===== src/rtl/load_store_unit_pkg.sv =====
// Shared types and constants for the load/store unit.
package load_store_unit_pkg;

    localparam int unsigned XLEN            = 32;
    localparam int unsigned STRB_W          = XLEN / 8;
    localparam int unsigned MEM_OP_WIDTH    = 1;
    localparam int unsigned LSU_STATE_WIDTH = 2;

    localparam logic [MEM_OP_WIDTH-1:0] MEM_OP_READ  = 1'b0;
    localparam logic [MEM_OP_WIDTH-1:0] MEM_OP_WRITE = 1'b1;

    typedef enum logic [LSU_STATE_WIDTH-1:0] {
        LSU_IDLE = 2'd0,
        LSU_REQ  = 2'd1,
        LSU_RESP = 2'd2,
        LSU_DONE = 2'd3
    } lsu_state_e;

    // Access captured at issue; store data and address are already bus-shaped.
    typedef struct packed {
        logic              we;
        logic [XLEN-1:0]   addr;
        logic [XLEN-1:0]   wdata;
        logic [STRB_W-1:0] strb;
        logic [1:0]        offset;
        logic              is_signed;
    } lsu_req_t;

    // Number of enabled byte lanes.
    function automatic logic [2:0] popcount4(input logic [3:0] m);
        return 3'(m[0]) + 3'(m[1]) + 3'(m[2]) + 3'(m[3]);
    endfunction

endpackage


===== src/rtl/load_store_unit_load_align.sv =====
// Aligns a raw bus word to the addressed lanes and extends it to XLEN.
module load_align
    import load_store_unit_pkg::*;
(
    input  logic [1:0]        offset,
    input  logic [STRB_W-1:0] mask,
    input  logic              is_signed,
    input  logic [XLEN-1:0]   raw,
    output logic [XLEN-1:0]   rdata_c
);

    logic [XLEN-1:0] shifted;
    logic [2:0]      n_bytes;

    // Shift the addressed byte down to lane 0, then size/extend by lane count.
    always_comb begin
        shifted = raw >> {offset, 3'b000};
        n_bytes = popcount4(mask);
        rdata_c = shifted;
        case (n_bytes)
            3'd1:    rdata_c = {{24{is_signed & shifted[7]}}, shifted[7:0]};
            3'd2:    rdata_c = {{16{is_signed & shifted[15]}}, shifted[15:0]};
            default: rdata_c = shifted;
        endcase
    end

endmodule


===== src/rtl/load_store_unit.sv =====
// Single-outstanding load/store unit bridging the core to a req/resp data bus.
module load_store_unit
    import load_store_unit_pkg::*;
#(
    parameter int unsigned TIMEOUT_CYCLES = 255
) (
    input  logic                    clk,
    input  logic                    rst,
    input  logic                    io_req_valid,
    input  logic [MEM_OP_WIDTH-1:0] io_req_op,
    input  logic [XLEN-1:0]         io_req_addr,
    input  logic [XLEN-1:0]         io_req_wdata,
    input  logic [STRB_W-1:0]       io_req_mask,
    input  logic                    io_req_signed,
    output logic                    io_dmiss,
    output logic [XLEN-1:0]         io_resp_rdata,
    output logic                    io_err,
    output logic                    bus_req_valid,
    input  logic                    bus_req_ready,
    output logic                    bus_req_we,
    output logic [XLEN-1:0]         bus_req_addr,
    output logic [XLEN-1:0]         bus_req_wdata,
    output logic [STRB_W-1:0]       bus_req_strb,
    input  logic                    bus_resp_valid,
    input  logic [XLEN-1:0]         bus_resp_rdata
);

    // Counter must be able to hold TIMEOUT_CYCLES itself (handshake on the last allowed cycle).
    localparam int unsigned CNT_W = (TIMEOUT_CYCLES < 1) ? 1 : $clog2(TIMEOUT_CYCLES + 1);
    localparam logic [CNT_W-1:0] CNT_LAST = CNT_W'((TIMEOUT_CYCLES < 1) ? 0 : TIMEOUT_CYCLES - 1);

    lsu_state_e      state_q, state_d;
    lsu_req_t        req_q, req_d;
    logic [CNT_W-1:0] cnt_q, cnt_d;
    logic [XLEN-1:0] rdata_q, rdata_d;
    logic            err_q, err_d;
    logic [XLEN-1:0] aligned_c;
    logic            expired_c;

    load_align u_load_align (
        .offset    (req_q.offset),
        .mask      (req_q.strb),
        .is_signed (req_q.is_signed),
        .raw       (bus_resp_rdata),
        .rdata_c   (aligned_c)
    );

    // Next-state, request capture, timeout and result update.
    always_comb begin
        state_d   = state_q;
        req_d     = req_q;
        cnt_d     = cnt_q;
        rdata_d   = rdata_q;
        err_d     = err_q;
        expired_c = (cnt_q >= CNT_LAST);
        case (state_q)
            LSU_IDLE: begin
                cnt_d = '0;
                if (io_req_valid) begin
                    if (io_req_mask == '0) begin
                        state_d = LSU_DONE;
                        err_d   = 1'b1;
                    end else begin
                        state_d         = LSU_REQ;
                        req_d.we        = (io_req_op == MEM_OP_WRITE);
                        req_d.addr      = {io_req_addr[XLEN-1:2], 2'b00};
                        req_d.wdata     = io_req_wdata << {io_req_addr[1:0], 3'b000};
                        req_d.strb      = io_req_mask;
                        req_d.offset    = io_req_addr[1:0];
                        req_d.is_signed = io_req_signed;
                    end
                end
            end
            LSU_REQ: begin
                cnt_d = cnt_q + CNT_W'(1);
                if (bus_req_ready) begin
                    state_d = LSU_RESP;
                end else if (expired_c) begin
                    state_d = LSU_DONE;
                    err_d   = 1'b1;
                    rdata_d = '0;
                end
            end
            LSU_RESP: begin
                cnt_d = cnt_q + CNT_W'(1);
                if (bus_resp_valid) begin
                    state_d = LSU_DONE;
                    err_d   = 1'b0;
                    if (!req_q.we) begin
                        rdata_d = aligned_c;
                    end
                end else if (expired_c) begin
                    state_d = LSU_DONE;
                    err_d   = 1'b1;
                    rdata_d = '0;
                end
            end
            LSU_DONE: begin
                state_d = LSU_IDLE;
            end
            default: begin
                state_d = LSU_IDLE;
            end
        endcase
    end

    // State and datapath registers; reset abandons any in-flight access.
    always_ff @(posedge clk or negedge rst) begin
        if (!rst) begin
            state_q <= LSU_IDLE;
            req_q   <= '0;
            cnt_q   <= '0;
            rdata_q <= '0;
            err_q   <= 1'b0;
        end else begin
            state_q <= state_d;
            req_q   <= req_d;
            cnt_q   <= cnt_d;
            rdata_q <= rdata_d;
            err_q   <= err_d;
        end
    end

    // Stall is combinational so the core holds in the very cycle the access appears.
    assign io_dmiss      = ((state_q == LSU_IDLE) && io_req_valid)
                         || (state_q == LSU_REQ) || (state_q == LSU_RESP);
    assign io_resp_rdata = rdata_q;
    assign io_err        = err_q;
    assign bus_req_valid = (state_q == LSU_REQ);
    assign bus_req_we    = req_q.we;
    assign bus_req_addr  = req_q.addr;
    assign bus_req_wdata = req_q.wdata;
    assign bus_req_strb  = req_q.strb;

endmodule


===== config.mk =====
export PLATFORM = sky130hd
export DESIGN_NAME = load_store_unit
export DESIGN_NICKNAME = d
export VERILOG_FILES = /design/src/rtl/load_store_unit_pkg.sv /design/src/rtl/load_store_unit_load_align.sv /design/src/rtl/load_store_unit.sv
export SDC_FILE = /design/constraint.sdc
export NUM_CORES = 1
export LEC_CHECK = 0
export ABC_CLOCK_PERIOD_IN_PS = 2600
export CAP_MARGIN = 30
export CORE_UTILIZATION = 42
export DETAILED_ROUTE_END_ITERATION = 12
export PLACE_DENSITY = 0.78
export REMOVE_ABC_BUFFERS = 1
export SYNTH_ARGS = -nofsm -noshare
export SYNTH_HDL_FRONTEND = slang
export SYNTH_SLANG_ARGS = --single-unit

===== constraint.sdc =====
create_clock -name clk -period 2.6 [get_ports clk]
set_input_delay 0.52 -clock clk [delete_from_list [all_inputs] [get_ports clk]]
set_output_delay 0.52 -clock clk [all_outputs]
set_load 0.02 [all_outputs]

==> qor.txt, run 1 <==
Status: complete, no violations
Die height: 122.5 um
Final hold vios: 0
Non-Filler Instances: 987
CTS buffer count: 17
Cell mode on critical path: inv_2
Gr ovfl total: 0
Dpl ws: -179.9 ps
Prevailing post-synth register cell: dfrtp_1
Core Footprint: 0.01404 mm^2
Synth area leaders: dfrtp_1 (46%), nand2_1 (9.7%), buf_4 (8.6%), mux2i_1 (5.1%), a221o_1 (3.8%)
Tot Pwr: 11.07 mW
Maximum clock path buffer count: 2
Starting Density: 43.39%
Largest area contributor in the netlist: dfrtp_1
Syn Inst Count: 636
Initial antenna violation count: 0
Final Max Tran Viols: 0
Final wirelength: 16500 um
Met2 WL: 8245 um
Actual slew at the worst max-slew pin: 727.5 ps
Die outline width: 122.5 um
Register area: 0.002828 mm^2
I/O pin count: 211
CP Launch Point: bus_req_strb[1]
Die ar.: 0.01499 mm^2
Yosys top cell area share: 46.41%
Worst hold path class: input pin to async pin
Leakage: 3.893 nW
DP Area: 0.008013 mm^2
Nets: 911
Critical path capture point: io_resp_rdata[30]
Worst vdd ir: 617.8 uV
Fmax: 391.0 MHz
Unique masters post-synth: 56
CP peak stage delay: 380 ps
Multi-input logic area: 0.002613 mm^2
P&R area growth vs syn: 43.45%
Metal-1 WL: 6638 um
Post-Syn Area per Cell: 9.581 um^2
Syn. warnings: 0
Minimum clock period: 2557 ps
HPWL after DPL: 11660 um
Period utilization: 98.36%
TNS Setup: 0 ps
Util after Layout: 62.25%
Ys async rst share: 100.0%
RR Startpoint: bus_req_strb[1]
Post-route cell area: 0.008741 mm^2
CP Class: flop to flop
Reg2reg end: io_resp_rdata[30]
Worst-Skew Late Latency: 410 ps
Met3 wire length: 1284 um
Vias per Instance: 5.258
CP Max Fanout: 8
Post-route setup slack: 42.53 ps
Tot GR Track Use: 22.57%
CP Data Arrival Time: 2840 ps
Vias in the first global route: 5230
Layout cells sized above 1: 12.89%
DRC: 0
Critical Path RT: 2880 ps
Startpoint types: flop
Root buffer cell: clkbuf_16
Largest net degree at the start of global routing: 75
Htree depth: 4
Clock transition at the registers of the reported paths: 50 ps
First-pass GRT wire length: 25870 um
Max Used Layer: met4
Crit-path cells: ha_1 > inv_2 > fa_2 > inv_2 > ha_4 > and3_4 > a22oi_2 > a211oi_4 > buf_4 > buf_12 > a221o_1
Routability Congestion: 0.8584
DR iter-0 viols: 326
CP max stage cell: dfrtp_1
EDFF count, synth: 0
Pre-Repair DR Iteration Count: 5
Pwr dens: 1267 mW/mm^2
Worst Skew: 6.708 ps
Cell Count Post-Placement: 950
Final antenna-violating net count: 0
Final hold slack: 137.8 ps
Row count: 43
Register area share after synthesis: 46.41%
Sink Count: 113
Max-slew headroom: 51.32%
Buffers on Ports: 208
Post-cts hold buffer count: 0
Register bit total from synthesis: 113
WL/cell: 16.71 um
Reg2Reg Depth: 11
Max-Cap Viols: 0
CTS tree: done
# setup viols final: 0
FF-to-FF setup slack: 40 ps
Setup crit end kind: flop
# diodes: 0
Via count: 5190
Unrepaired setup endpoints after global routing: true
Cell area after synthesis: 0.006093 mm^2
Fillers: 1157
[placed cells by master (no fill, tap or decap), types with 3 or more instances in the layout]
| master | n |
|---|---|
| buf_4 | 26 |
| nand2_1 | 157 |
| nor2_1 | 19 |
| clkinvlp_4 | 3 |
| mux2_2 | 18 |
| clkinv_2 | 4 |
| ha_1 | 8 |
| o2bb2ai_1 | 8 |
| clkbuf_16 | 17 |
| dfrtp_1 | 113 |
| clkdlybuf4s50_1 | 206 |
| o21ai_0 | 26 |
| a211oi_1 | 8 |
| buf_12 | 5 |
| o31ai_1 | 9 |
| bufinv_16 | 3 |
| clkbuf_8 | 3 |
| a21oi_1 | 29 |
| inv_1 | 8 |
| mux2i_1 | 31 |
| nand3_1 | 10 |
| nor2b_1 | 14 |
| a221o_1 | 23 |
[worst min path at each step]
stage / startpoint / slack, ps / endpoint / depth (start not counted)
4_1_cts: rst / 150 / state_q[1] / 1
3_5_place_dp: bus_req_wdata[5] / 460 / bus_req_wdata[5] / 2
6_report: rst / 140 / io_resp_rdata[23] / 1
3_3_place_gp: bus_req_wdata[5] / 450 / bus_req_wdata[5] / 2
5_1_grt: rst / 190 / io_resp_rdata[23] / 1
2_1_floorplan: rst / 220 / bus_req_addr[10] / 0
[worst max-delay path: cells and delay by family (launching register included)]
family                   cells  cell delay [ps]
adder cells (fa/ha/maj)      3              840
AO/OA/AOI/OAI                3              620
buffers and inverters        4              390
flip-flops                   1              380
AND/OR/NAND/NOR              1              180
[where the power goes]
| part | switching [mW] | internal [mW] | total (mW) |
|---|---|---|---|
| clock network | 0.802 | 1.57 | 2.38 |
| registers | 0.520 | 2.53 | 3.05 |
| logic | 2.91 | 2.74 | 5.64 |
| total | 4.23 | 6.85 | 11.1 |
[area by class of cell]
class                           count  area share, %
Clock buffer                       22          5.425
Clock inverter                     10          1.517
Inverter                           10         0.4294
Multi-Input combinational cell    410          29.89
Sequential cell                   113          32.35
Tap cell                          180          2.577
Timing Repair Buffer              242          27.81
[flip-flops by register name (all words and copies together), names as in the netlist]
name	flops
bus_req_we	1
io_err	1
io_resp_rdata	32
bus_req_wdata	32
bus_req_addr	30
state_q	2
bus_req_strb	4
req_q	3
cnt_q	8
[layer usage]
| layer | vias to the layer above | global-route usage (%) |
|---|---|---|
| met1 | 2511 | 26.58 |
| met5 | - | 0 |
| met4 | 0 | 9.756 |
| met3 | 28 | 7.063 |
| li1 | 2437 | - |
| met2 | 214 | 37.78 |
[what timing repair did]
item / CTS / global route
setup endpoints to repair: 25 / 24
hold endpoints to repair: 0 / 0
gates cloned: 1 / 0
pin swaps: 2 / 7
gates resized for setup: 12 / 6
setup buffers: 3 / 2
[cells in the mapped netlist, types with 2 or more instances]
library cell / count
clkbuf_1: 12
a211o_1: 2
ha_1: 9
mux2i_1: 31
or2b_1: 2
o21a_1: 2
nand3_1: 11
o2bb2ai_1: 8
or3_1: 2
nand2_1: 157
mux2_2: 18
inv_1: 10
a221o_1: 23
o21ai_0: 27
buf_6: 2
nand2b_1: 2
dfrtp_1: 113
or2_2: 2
nor2_1: 19
o31ai_1: 9
buf_4: 70
a21oi_1: 29
a211oi_1: 8
nor2b_1: 15
buf_1: 5
nor3_1: 3
buf_2: 15
and3_1: 2
[kinds of logic after synthesis]
family	count (synthesis)	share of synthesized area, %
compound gates	121	14.50
fa+ha+maj	10	2.177
xor+xnor	2	0.2875
mux	50	8.604
flops	113	46.41
other cells	1	0.06154
buf+inv	114	11.89
simple gates	225	16.08
Power figures use the tool's default switching activity.
==> inputs of run 2 (changes only) <==
--- a/config.mk
+++ b/config.mk
@@ -5,9 +5,10 @@
 export SDC_FILE = /design/constraint.sdc
 export NUM_CORES = 1
 export LEC_CHECK = 0
+export ABC_AREA = 1
 export ABC_CLOCK_PERIOD_IN_PS = 2600
 export CAP_MARGIN = 30
-export CORE_UTILIZATION = 42
+export CORE_UTILIZATION = 43
 export DETAILED_ROUTE_END_ITERATION = 12
 export PLACE_DENSITY = 0.78
 export REMOVE_ABC_BUFFERS = 1
==> run 2 against run 1 <==
Against the previous run:
- sequential power is 3% lower
- critical path depth is 6 lower
- via count is 17% higher
- register-to-register slack better by 160 ps
- cell count is 27% higher
- global-route usage hardly changed
- utilization is 1.9 points lower
- fmax is 3.2% higher
- clock skew is 1.4 ps higher
- non-clock buffer count is 19 lower
- synthesized area is 8.4% higher
- critical path type is now flop to output port
==> qor.txt, run 2 <==
Vias per Instance: 4.858 (-7.6%)
Clock power frac: 21.5% (about the same)
Gr ovfl total: 0 (unchanged)
Cell with the most instances after synthesis: nand2_1
Starting Density: 44.78% (+1.4 points)
Pwr dens: 1228 mW/mm^2 (-3.0%)
Htree depth: 4 (unchanged)
Core Footprint: 0.01475 mm^2 (+5.1%)
Root buffer cell: clkbuf_16
Nets: 1174 (+29%)
Prevailing post-synth register cell: dfrtp_1
Unique masters post-synth: 30 (-46%)
Die height: 126.0 um (+2.9%)
Synth Area in Compound Gates: 3.730% (-11 points)
Syn. warnings: 0 (unchanged)
P&R area growth vs syn: 34.82%
Final Max Tran Viols: 0 (unchanged)
# setup viols final: 0 (unchanged)
Commonest non-fill, non-tap cell in the layout: nand2_1
CP Data Arrival Time: 1960 ps (-880 ps)
Post-route cell area: 0.008909 mm^2 (+1.9%)
CP Max Fanout: 6 (-2)
Final hold slack: 112.0 ps (-25.80 ps)
Buffers on Ports: 208 (unchanged)
Worst hold path class: input pin to async pin
Sink Count: 113 (unchanged)
Clock transition at the registers of the reported paths: 50 ps (about the same)
Dpl ws: 213.7 ps (+393.6 ps)
Cell Count Post-Placement: 1222 (+29%)
Combinational share of power: 51.6% (+0.6 points)
Crit-path cells: inv_1 > ha_2 > nand2_1 > nand3_1 > clkdlybuf4s50_1
CTS tree: done
Setup crit end kind: output port
Worst-Skew Late Latency: 410 ps (about the same)
# diodes: 0 (unchanged)
Final wirelength: 17360 um (+5.3%)
Max-slew headroom: 54.77% (+3.4 points)
Cell area after synthesis: 0.006608 mm^2 (+8.4%)
Startpoint types: flop
Most frequent cells in the layout: nand2_1 (451), clkdlybuf4s50_1 (207), dfrtp_1 (113), nor2_1 (50)
Register area share after synthesis: 42.79% (-3.6 points)
Actual slew at the worst max-slew pin: 677.7 ps (-49.80 ps)
CP delay by family, top: buffers and inverters
Pre-Repair DR Iteration Count: 5 (unchanged)
Vias in the first global route: 5857 (+12%)
CTS resizes: 0 (-12)
First-pass GRT wire length: 28420 um (+9.9%)
Routability Congestion: 0.8229 (-4.1%)
Worst vdd ir: 731.6 uV (+18%)
CP peak stage delay: 600 ps (+220 ps)
Largest area contributor in the netlist: dfrtp_1
Unrepaired setup endpoints after global routing: false
WL/cell: 13.86 um (-17%)
Layout cells sized above 1: 7.109% (-5.8 points)
Max-Cap Viols: 0 (unchanged)
Mux contribution to synthesized area: 0% (-8.6 points)
Synth area leaders: dfrtp_1 (43%), nand2_1 (26%), buf_4 (8.1%), nand3_1 (3.7%), nor2_1 (2.8%)
Status: complete, no violations
Post-synthesis adder-cell area fraction: 2.007% (-0.17 points)
Yosys top cell area share: 42.79% (-3.6 points)
Leakage: 4.593 nW (+18%)
Fillers: 1327 (+15%)
DP Area: 0.008310 mm^2 (+3.7%)
EDFF count, synth: 0 (unchanged)
CP Class: flop to output port
Tot GR Track Use: 22.61% (+0.039 points)
Maximum clock path buffer count: 2 (unchanged)
Top cells by count, synth: nand2_1 (451), dfrtp_1 (113), buf_4 (71), nor2_1 (50), nand3_1 (49)
Util after Layout: 60.38% (-1.9 points)
Row count: 44 (+2.3%)
Seq pwr share: 27.0% (-0.6 points)
Die outline width: 126.0 um (+2.9%)
Via count: 6087 (+17%)
Post-Syn Area per Cell: 7.136 um^2 (-26%)
Period utilization: 95.34% (-3.0 points)
Post-cts hold buffer count: 0 (unchanged)
Register bit total from synthesis: 113 (unchanged)
Reg2Reg Depth: 12 (+1)
FF-to-FF setup slack: 200 ps (+160 ps)
Ys async rst share: 100.0% (unchanged)
Non-Filler Instances: 1253 (+27%)
P_sw: 4.599 mW (+8.8%)
TNS Setup: 0 ps (unchanged)
RR Startpoint: bus_req_strb[0]
DRC: 0 (unchanged)
Fmax: 403.4 MHz (+3.2%)
Final antenna-violating net count: 0 (unchanged)
Largest family of logic cells by synthesized area: simple AND/OR/NAND/NOR gates
CP max stage cell: clkdlybuf4s50_1
DR iter-0 viols: 422 (+29%)
Die ar.: 0.01587 mm^2 (+5.8%)
Cell internal pwr: 6.343 mW (-7.3%)
Tot Pwr: 10.94 mW (-1.2%)
Sw Share: 42.03% (+3.8 points)
Syn Inst Count: 926 (+46%)
Initial antenna violation count: 0 (unchanged)
Largest net degree at the start of global routing: 44 (-41%)
Post-CTS Setup Bufs: 0 (-3)
WP buf/inv: 2 (-2)
HPWL after DPL: 11990 um (+2.9%)
Minimum clock period: 2479 ps (-78.57 ps)
Worst Skew: 8.110 ps (+1.402 ps)
I/O pin count: 211 (unchanged)
Synth Area in Simple Gates: 36.68% (+21 points)
Reg2reg end: io_resp_rdata[30]
Post-route setup slack: 121.1 ps (+78.57 ps)
XOR/XNOR share of the synthesized area: 0.1326% (-0.15 points)
Final hold vios: 0 (unchanged)
Critical Path RT: 2080 ps (-800 ps)
CTS buffer count: 17 (unchanged)
run 2: changes by cell type after synthesis, sizes merged, moves of 10 or more:
cell | before | now
mux2i | 31 | 0
nor2 | 19 | 52
inv | 10 | 56
nand3 | 11 | 64
mux2 | 19 | 0
a221o | 23 | 0
a21oi | 29 | 4
nor2b | 15 | 0
nand2 | 157 | 454
buf | 92 | 102
run 2: area by class of cell:
| cell class | count | area, um^2 | share of cell area [%] |
|---|---|---|---|
| clock buffers | 21 | 460.4 | 5.169 |
| inverters | 56 | 210.2 | 2.360 |
| flip-flops and latches | 113 | 2828 | 31.74 |
| well taps | 184 | 230.2 | 2.584 |
| clock inverters | 10 | 135.1 | 1.517 |
| repair buffers | 223 | 2205 | 24.75 |
| multi-input cells | 646 | 2840 | 31.88 |
run 2: worst max path at each step:
stage / endpoint / depth (start not counted) / start / slack, ps
after floorplan: req_q[0] / 5 / state_q[0] / -980
after global placement: io_dmiss / 4 / io_req_valid / 260
after detailed placement: io_resp_rdata[17] / 12 / bus_req_strb[0] / 210
after CTS: io_dmiss / 5 / state_q[1] / 50
after global routing: io_dmiss / 5 / state_q[1] / 7
final: io_dmiss / 5 / state_q[1] / 120
run 2: cell families after synthesis:
| family | count (synthesis) |
|---|---|
| fa+ha+maj | 10 |
| buf+inv | 168 |
| simple gates | 586 |
| compound gates | 47 |
| xor+xnor | 1 |
| flops | 113 |
| other cells | 1 |
run 2: power by group through the flow:
stage	combinational (mW)	clock (mW)	sequential, mW
6_report	5.64	2.35	2.95
5_1_grt	6.21	2.48	3.04
4_1_cts	5.67	2.39	2.95
3_5_place_dp	5.64	0	2.94
3_3_place_gp	5.54	0	2.94
2_1_floorplan	2.33	0	3.79
run 2: metal layers:
layer	GRT usage, %	share of wire (%)	vias up	wire length [um]
met5	0	0	-	0
met3	7.222	8.8	25	1520
met1	28.79	44	2781	7562
met4	7.512	1.4	0	247
met2	36.37	46	240	8033
li1	-	-	3041	-
run 2: worst reg2reg max path: cells and delay by family (launching register included):
kind	cells	cell delay [ps]
buf+inv	2	110
fa+ha+maj	3	870
simple gates	7	970
flops	1	390
==> inputs of run 3 (changes only) <==
--- a/config.mk
+++ b/config.mk
@@ -9,6 +9,7 @@
 export ABC_CLOCK_PERIOD_IN_PS = 2600
 export CAP_MARGIN = 30
 export CORE_UTILIZATION = 43
+export CTS_CLUSTER_SIZE = 28
 export DETAILED_ROUTE_END_ITERATION = 12
 export PLACE_DENSITY = 0.78
 export REMOVE_ABC_BUFFERS = 1
==> results of run 3 <==
No change in the layout: final DEF, timing and power equal those of run 2.
